File: config.mk
export PLATFORM = sky130hd
export DESIGN_NAME = wb_dest_arbiter
export DESIGN_NICKNAME = d
export VERILOG_FILES = /design/src/rtl/wb_dest_arbiter.sv
export SDC_FILE = /design/constraint.sdc
export NUM_CORES = 1
export LEC_CHECK = 0
export CAP_MARGIN = 5
export CELL_PAD_IN_SITES_DETAIL_PLACEMENT = 0
export CELL_PAD_IN_SITES_GLOBAL_PLACEMENT = 1
export CORE_MARGIN = 4
export CORE_UTILIZATION = 41
export DETAILED_ROUTE_END_ITERATION = 6
export HOLD_SLACK_MARGIN = 0.08
export PLACE_DENSITY = 0.86
export REMOVE_ABC_BUFFERS = 1
export SYNTH_ARGS = -nofsm -noshare
export SYNTH_HDL_FRONTEND = slang
export SYNTH_SLANG_ARGS = --single-unit
File: constraint.sdc
create_clock -name Clk -period 7.75 [get_ports Clk]
set_clock_uncertainty 0.1 [all_clocks]
set_input_delay 1.55 -clock Clk [delete_from_list [all_inputs] [get_ports Clk]]
set_output_delay 1.55 -clock Clk [all_outputs]
set_load 0.03 [all_outputs]
File: src/rtl/wb_dest_arbiter.sv
// Register-file write-port arbiter: the WB stage and a 2-entry multi-cycle result buffer share one port.
// Define WBARB_STARVE_EN to add the starvation counter and the FORCE state that stalls WB for one cycle.
module wb_dest_arbiter #(
  parameter int STARVE_LIMIT = 4,
  parameter int CNT_W        = 3
) (
  input  logic        Clk,
  input  logic        Rst,
  input  logic        pipe_valid,
  input  logic [1:0]  pipe_regdst,
  input  logic [4:0]  pipe_rt,
  input  logic [4:0]  pipe_rd,
  input  logic [31:0] pipe_data,
  input  logic        mc_valid,
  input  logic [4:0]  mc_dest,
  input  logic [31:0] mc_data,
  output logic        mc_ready,
  output logic        pipe_stall,
  output logic [1:0]  dst_sel,
  output logic        rf_we,
  output logic [4:0]  rf_waddr,
  output logic [31:0] rf_wdata
);

  if (CNT_W < $clog2(STARVE_LIMIT + 1)) begin : gCntTooNarrow
    $error("CNT_W too narrow to hold STARVE_LIMIT");
  end

  typedef struct packed {
    logic [4:0]  dest;
    logic [31:0] data;
  } entryT;

  entryT       bufMem [2];
  entryT       nxtMem [2];
  logic [1:0]  count, nxtCount;
  logic        pipeGrant, bufGrant, enq, keep0, keep1;
  logic [4:0]  pipeAddr;
  logic [1:0]  pipeSel;

  // NOTE: every variable written in always_comb gets a default first, so no path leaves it unassigned and no latch is inferred.
  always_comb begin
    pipeSel  = 2'd2;
    pipeAddr = 5'd31;
    case (pipe_regdst)
      2'd0: begin pipeSel = 2'd0; pipeAddr = pipe_rt; end
      2'd1: begin pipeSel = 2'd1; pipeAddr = pipe_rd; end
      default: ;
    endcase
  end

  assign mc_ready = (count < 2'd2);
  // Results for $0 complete the handshake but are dropped.
  assign enq      = mc_valid && mc_ready && (mc_dest != 5'd0);

`ifdef WBARB_STARVE_EN
  typedef enum logic {NORMAL, FORCE} stateT;

  stateT            state, nxtState;
  logic [CNT_W-1:0] starveCnt, nxtStarveCnt;

  always_comb begin
    pipeGrant = 1'b0;
    bufGrant  = 1'b0;
    if (state == FORCE)  bufGrant  = (count != 2'd0);
    else if (pipe_valid) pipeGrant = 1'b1;
    else                 bufGrant  = (count != 2'd0);
  end

  assign pipe_stall = (state == FORCE);

  // A buffer emptied by squashes is no longer starving, so look at the post-update count.
  always_comb begin
    nxtStarveCnt = '0;
    nxtState     = NORMAL;
    if (state == NORMAL && count != 2'd0 && !bufGrant && nxtCount != 2'd0)
      nxtStarveCnt = starveCnt + 1'b1;
    if (nxtStarveCnt == CNT_W'(STARVE_LIMIT))
      nxtState = FORCE;
  end

  always_ff @(posedge Clk or negedge Rst) begin
    if (!Rst) begin
      state     <= NORMAL;
      starveCnt <= '0;
    end else begin
      state     <= nxtState;
      starveCnt <= nxtStarveCnt;
    end
  end
`else
  assign pipeGrant  = pipe_valid;
  assign bufGrant   = !pipe_valid && (count != 2'd0);
  assign pipe_stall = 1'b0;
`endif

  // Drop the popped head and any entry overwritten by the granted WB write, compact, then append.
  always_comb begin
    nxtMem   = bufMem;
    nxtCount = 2'd0;
    keep0    = (count != 2'd0) && !bufGrant && !(pipeGrant && bufMem[0].dest == pipeAddr);
    keep1    = (count == 2'd2) && !(pipeGrant && bufMem[1].dest == pipeAddr);
    if (keep0) begin
      nxtMem[0] = bufMem[0];
      nxtCount  = 2'd1;
    end
    if (keep1) begin
      nxtMem[nxtCount[0]] = bufMem[1];
      nxtCount            = nxtCount + 2'd1;
    end
    if (enq) begin
      nxtMem[nxtCount[0]] = '{dest: mc_dest, data: mc_data};
      nxtCount            = nxtCount + 2'd1;
    end
  end

  // NOTE: sequential state uses non-blocking assignments so all flops update together from pre-edge values.
  always_ff @(posedge Clk or negedge Rst) begin
    if (!Rst) count <= 2'd0;
    else      count <= nxtCount;
  end

  // NOTE: the buffer storage has no reset; count alone marks entries valid, so reset still discards them.
  always_ff @(posedge Clk) begin
    bufMem <= nxtMem;
  end

  always_ff @(posedge Clk or negedge Rst) begin
    if (!Rst) begin
      rf_we    <= 1'b0;
      rf_waddr <= 5'd0;
      rf_wdata <= 32'd0;
      dst_sel  <= 2'd0;
    end else if (pipeGrant) begin
      rf_we    <= (pipeAddr != 5'd0);
      rf_waddr <= pipeAddr;
      rf_wdata <= pipe_data;
      dst_sel  <= pipeSel;
    end else if (bufGrant) begin
      rf_we    <= 1'b1;
      rf_waddr <= bufMem[0].dest;
      rf_wdata <= bufMem[0].data;
      dst_sel  <= 2'd3;
    end else begin
      rf_we    <= 1'b0;
    end
  end

endmodule

* Yosys cells after proc, flatten, opt, wreduce, memory -nomap -nowiden
Index checks and enable logic that the tools add are counted.
Widths: inputs -> output; s select.
** Word-level totals
- Latch bits :: 0
- Word-level logic and storage cells :: 62
- ROM bits :: 0
- Memories :: 0
- Input port bits :: 85
- Output and inout port bits :: 42
- Bits in writable memories :: 0
- Flip-flop bits (word level) :: 116
** Operators by class
- $lt $le $gt $ge :: 5
- Bitwise logic cells :: 2
- Div/mod/pow operators :: 0
- Reduce and logical (&&, ||, !) cells :: 19
- Shifts and indexed selects :: 0
- Muxes and demuxes :: 21
- $add $sub $neg :: 2
- Multipliers :: 0
- Equality and inequality tests :: 4
** Operators by type and width (number)
- $bwmux 74 :: 2
- $mux 74 :: 2
- $demux 37 s1 :: 2
- $mux 37 :: 2
- $mux 32 :: 2
- $eq 5x5->1 :: 2
- $logic_and 1x1->1 :: 10
- $mux 5 :: 2
- $pmux 5 s2 :: 1
- $reduce_bool 5->1 :: 2
- $mux 2 :: 4
- $add 2x1->2 const B :: 2
- $ge 2x2->1 const B :: 2
- $logic_not 1->1 :: 4
- $lt 2x1->1 const B :: 2
- $not 1->2 :: 2
- $pmux 2 s2 :: 1
- $reduce_bool 2->1 :: 2
- $mux 1 :: 3
- $eq 2x1->1 const B :: 1
- $eq 2x2->1 const B :: 1
- $logic_not 2->1 :: 1
- $lt 2x2->1 const B :: 1

* Longest topological paths before layout
- Depth in word-level cells :: 16
- Mapped depth :: 11
- Gate-level depth less buffers :: 10

* Worst setup path after synthesis
Ideal clock, no wire load.
- Path kind :: in2reg
- Start :: in pipe_regdst[0]
- End :: reg bufMem[0] (netlist bit), enable pin
- Data arrival time :: 4.101 ns
- Slack :: 3.151 ns
- Stages :: 7
- Data required time :: 7.252 ns
- Buffers on the path :: 1
- Library setup time :: 0.398 ns
- Cells stage by stage :: buf_6 mux2_2 or3_1 a22o_1 o31ai_4 ha_1 ha_1
** On the way
- Longest elaborated chain between the ends :: 16
- Elaborated cells between the ends (all ways) :: 30
- Those cells by class :: 1 x add/sub; 4 x order compare; 3 x eq/ne; 11 x mux; 2 x bitwise; 9 x reduce/logical
** Ends and longest elaborated chain
- from (decl) :: RTL line 10 : input logic [1:0] pipe_regdst,
- $eq 2x1->1 / $logic_not 2->1 (equally long branches) :: RTL line 45 : case (pipe_regdst)
- $pmux 5 s2 * :: RTL line 45
- $eq 5x5->1 :: RTL line 101 : keep0 = (count != 2'd0) && !bufGrant && !(pipeGrant && bufMem[0].dest == pipeAddr);
- $logic_and 1x1->1 :: RTL line 101
- $logic_not 1->1 :: RTL line 101
- $logic_and 1x1->1 :: RTL line 101
- $mux 1 :: RTL line 103 : if (keep0) begin
- $add 2x1->2 / $not 1->2 (equally long branches) :: RTL line 109, 108
- $mux 2, or another cell as far along :: RTL line 107 : if (keep1) begin
- $not 1->2 (not written as such) / $logic_and 1x1->1 (equally long branches) :: RTL line 112, 108
- $ge 2x2->1 (not written as such), or another cell as far along :: RTL line 112 : nxtMem[nxtCount[0]] = '{dest: mc_dest, data: mc_data};
- $logic_and 1x1->1 (not written as such) / $demux 37 s1 (equally long branches) :: RTL line 112, 108
- $mux 37 (not written as such) / $bwmux 74 (equally long branches) :: RTL line 112, 108
- $demux 37 s1 / $mux 74 (equally long branches) :: RTL line 112, 107
- $bwmux 74 :: RTL line 112
- $mux 74 * :: RTL line 111 : if (enq) begin
- to (signal assigned) :: RTL line 125 : bufMem <= nxtMem;
- to (decl) :: RTL line 34 : entryT bufMem [2];
Mark *: on every way between the ends. The rest lies on a longest branch, timed or not.
A chain may end at the register's enable or synchronous reset.

* Worst setup path after layout
- Start :: in pipe_regdst[0]
- End :: reg bufMem[35] (netlist bit), enable pin
The elaborated chain is that of the path after synthesis.

==> summary.txt <==
status -> complete, no violations
adder-cell share of the synthesized area -> 0.00740
part of the power in registers -> 0.367
CTS Hold Bufs -> 0
final wirelength -> 11,800 um
max cap viols -> 0
Seq/Total Area, Yosys -> 0.572
CTS tree -> done
routed vias/inst -> 5.02
CP required -> 7660 ps
top-level port count -> 127
maximum vdd drop -> 174 uV
Avg Cell Area, Syn -> 11.6 sq um
Setup crit end kind -> flop
footprint of the multi-input gates -> 2010 sq um
post-CTS setup buffers -> 0
DR DRC count -> 0
min Tclk post-route -> 4870 ps
RSZ-0062 raised after global routing -> false
via count -> 3,712
all-layer global routing usage -> 0.169
crit-path max FO -> 37
antenna viol nets, final -> 0
P&R area growth vs syn -> 38.6%
Clock Sinks -> 116
cell internal pwr -> 1.83 mW
PwrDens -> 384 nW/um^2
post-synthesis cell count -> 439
Clock Path Buffers -> 2
antenna violations before repair -> 0
pin count of the biggest net entering global routing -> 83
1st-iter DRT viols -> 257
Reg area -> 2900 sq um
H-tree levels -> 4
hold_ws -> 367 ps
critical path startpoint category -> input port
TNS Setup -> 0 ps
final hold viol count -> 0
period utilization -> 0.629
xor/xnor share of the synthesized area -> 0.00345
IO Port Bufs -> 125
WL per Instance -> 15.9 um
TritonCTS buffer count -> 17
fmax -> 0.205 GHz
total global routing overflow -> 0
synthesized flop and latch total -> 116
Root Buffer Master -> clkbuf_16
worst r2r src -> bufMem[72]$_DFF_P_
NetSw -> 871 uW
Hold Crit Class -> flop to flop
first-pass GRT wire length -> 19,300 um
WHS Endpoint -> bufMem[54]$_DFF_P_
mux cell area share after synthesis -> 0.0762
Synth Area in Compound Gates -> 0.147
Die Area -> 14,200 sq um
register clock-pin slew on the reported worst setup and hold paths -> 50 ps
CTS resizes -> 0
Clk Latency, worst-skew pair -> 400 ps
Critical Path AT -> 4780 ps
Worst Reg2Reg Path Length in Cells -> 5
HPWL after DPL -> 7470 um
Die W -> 119 um
largest family of logic cells by synthesized area -> simple AND/OR/NAND/NOR gates
final net count -> 646
row cnt -> 40
critical path class -> input port to flop
R2R Path End -> bufMem[35]$_DFFE_PP_
# diodes -> 0
die extent in y -> 119 um
final setup fails -> 0
Core Box Area -> 12,100 sq um
post-layout util -> 0.583
Yosys Warn Count -> 0
Fillers -> 1,032
Worst-Margin Slew -> 1050 ps
vias in the first global route -> 3,863
Clk network pwr share -> 0.296
initial core utilization -> 0.421
slew margin rel. -> 0.298
RePlAce Congestion -> 0.846
R2R Setup Slk -> 4730 ps
fraction of layout cells with a size suffix above 1 -> 0.0841
hold_sp -> bufMem[17]$_DFFE_PP_
switch share -> 0.323
Synth cell types -> 45
First-pass DRT Iterations -> 5
Post-Syn Area -> 5070 sq um
leak pwr -> 2.80 nW
hold path depth -> 1
Final Max Slew Viols -> 0
Post-Synth Simple-Gate Area -> 0.156
combinational group share of total power -> 0.337
==> critical path, stage by stage <==
cell,delay [ps]
clkdlybuf4s50_1,690
mux2_2,400
or3_1,310
a22o_1,240
o31ai_4,450
ha_1,310
ha_2,820
==> cell usage after synthesis (all sizes together) <==
| library cell | number | share of area |
|---|---|---|
| nor2b | 5 | 0.0062 |
| dfxtp | 37 | 0.15 |
| inv | 5 | 0.0037 |
| and4 | 2 | 0.0035 |
| nor2 | 7 | 0.0052 |
| xnor2 | 1 | 0.0017 |
| nand2b | 1 | 0.0012 |
| nor4b | 1 | 0.0030 |
| a31oi | 1 | 0.0012 |
| ha | 3 | 0.0074 |
| a41oi | 1 | 0.0032 |
| conb | 1 | 0.00074 |
| and4b | 1 | 0.0020 |
| a221o | 32 | 0.063 |
| nand3 | 6 | 0.0059 |
| or4 | 1 | 0.0015 |
| mux2i | 36 | 0.071 |
| nand2 | 38 | 0.028 |
| nor4 | 1 | 0.0012 |
| o31ai | 2 | 0.0057 |
| edfxtp | 37 | 0.22 |
| xor2 | 1 | 0.0017 |
| mux2 | 2 | 0.0052 |
| and2 | 72 | 0.089 |
| or3 | 2 | 0.0025 |
| clkbuf | 16 | 0.012 |
| buf | 13 | 0.021 |
| nor3 | 3 | 0.0030 |
| o21ai | 42 | 0.041 |
| nand4b | 1 | 0.0017 |
| dfrtp | 42 | 0.21 |
| nor3b | 1 | 0.0015 |
| a211oi | 5 | 0.0074 |
| a21o | 2 | 0.0030 |
| a21oi | 11 | 0.012 |
| and3 | 1 | 0.0012 |
| a32oi | 5 | 0.0086 |
| a22o | 1 | 0.0017 |
==> per-stage QoR <==
| stage | worst slack (ps) | instance area (sq um) | total power, mW | std cells |
|---|---|---|---|---|
| 6_report | 2880 | 7030 | 2.70 | 739 |
| 5_1_grt | 2690 | 7030 | 2.85 | 739 |
| 4_1_cts | 2860 | 7030 | 2.73 | 739 |
| 3_5_place_dp | 2450 | 6420 | 1.91 | 707 |
| 3_3_place_gp | 2530 | 6420 | 1.89 | 707 |
| 2_1_floorplan | 2020 | 4910 | 1.57 | 410 |
==> cells by family after synthesis <==
logic type                 count (synthesis)
xor gates and xnor gates                   2
muxes                                     38
other                                      1
adders and majority gates                  3
and+or+nand+nor                          143
buffers and inverters                     34
DFF                                      116
AOI/OAI and AO/OA                        102
==> layout make-up <==
cell class                      count  area share
Sequential cell                   116       0.413
Multi-Input combinational cell    289       0.286
Timing Repair Buffer              129       0.181
Clock buffer                       23      0.0694
Tap cell                          168      0.0299
Clock inverter                      9      0.0181
Inverter                            5     0.00267
==> worst max path at each step <==
stage	from	endpoint	slack, ps	depth (start not counted)
after global routing	pipe_regdst[0]	bufMem[57]$_DFF_P_	2690	9
after floorplan	count[1]$_DFF_PN0_	bufMem[37]$_DFF_P_	2020	7
after global placement	pipe_regdst[0]	bufMem[18]$_DFFE_PP_	2530	7
final	pipe_regdst[0]	bufMem[35]$_DFFE_PP_	2880	7
after CTS	pipe_regdst[0]	bufMem[35]$_DFFE_PP_	2860	7
after detailed placement	pipe_regdst[0]	bufMem[7]$_DFFE_PP_	2450	7
==> flip-flops by register name, summed over array words and instances (netlist names) <==
| register | cells |
|---|---|
| rf_wdata | 32 |
| rf_we | 1 |
| dst_sel | 2 |
| rf_waddr | 5 |
| count | 2 |
| bufMem | 74 |
==> power by group through the flow <==
| stage | registers, mW | logic, mW | clock network, mW |
|---|---|---|---|
| 2_1_floorplan | 1.10 | 0.471 | 0 |
| 3_3_place_gp | 0.996 | 0.891 | 0 |
| 3_5_place_dp | 0.997 | 0.916 | 0 |
| 4_1_cts | 0.991 | 0.920 | 0.815 |
| 5_1_grt | 1.02 | 0.988 | 0.843 |
| 6_report | 0.990 | 0.910 | 0.798 |
==> layer usage <==
| layer | routed length, um | track usage | vias up |
|---|---|---|---|
| met5 | 0 | 0 | - |
| met4 | 101 | 0.0420 | 0 |
| met3 | 765 | 0.0565 | 8 |
| met2 | 5530 | 0.270 | 118 |
| met1 | 5370 | 0.220 | 1748 |
| li1 | - | - | 1838 |
==> placed cells by master (no fill, tap or decap), drive strengths merged, types with 2 or more instances in the layout <==
cell type / n
inv: 5
o21ai: 42
a32oi: 5
nor2: 7
a211oi: 5
mux2: 2
a21oi: 11
nand2: 38
clkinvlp: 3
or3: 2
and4: 2
mux2i: 36
o31ai: 2
a21o: 2
clkdlybuf4s50: 123
and2: 72
a221o: 32
clkbuf: 23
dfxtp: 37
dfrtp: 42
nor3: 3
ha: 3
nor2b: 5
buf: 6
edfxtp: 37
nand3: 6
bufinv: 3
clkinv: 3
Note: power is estimated with default switching activity, not from simulation.
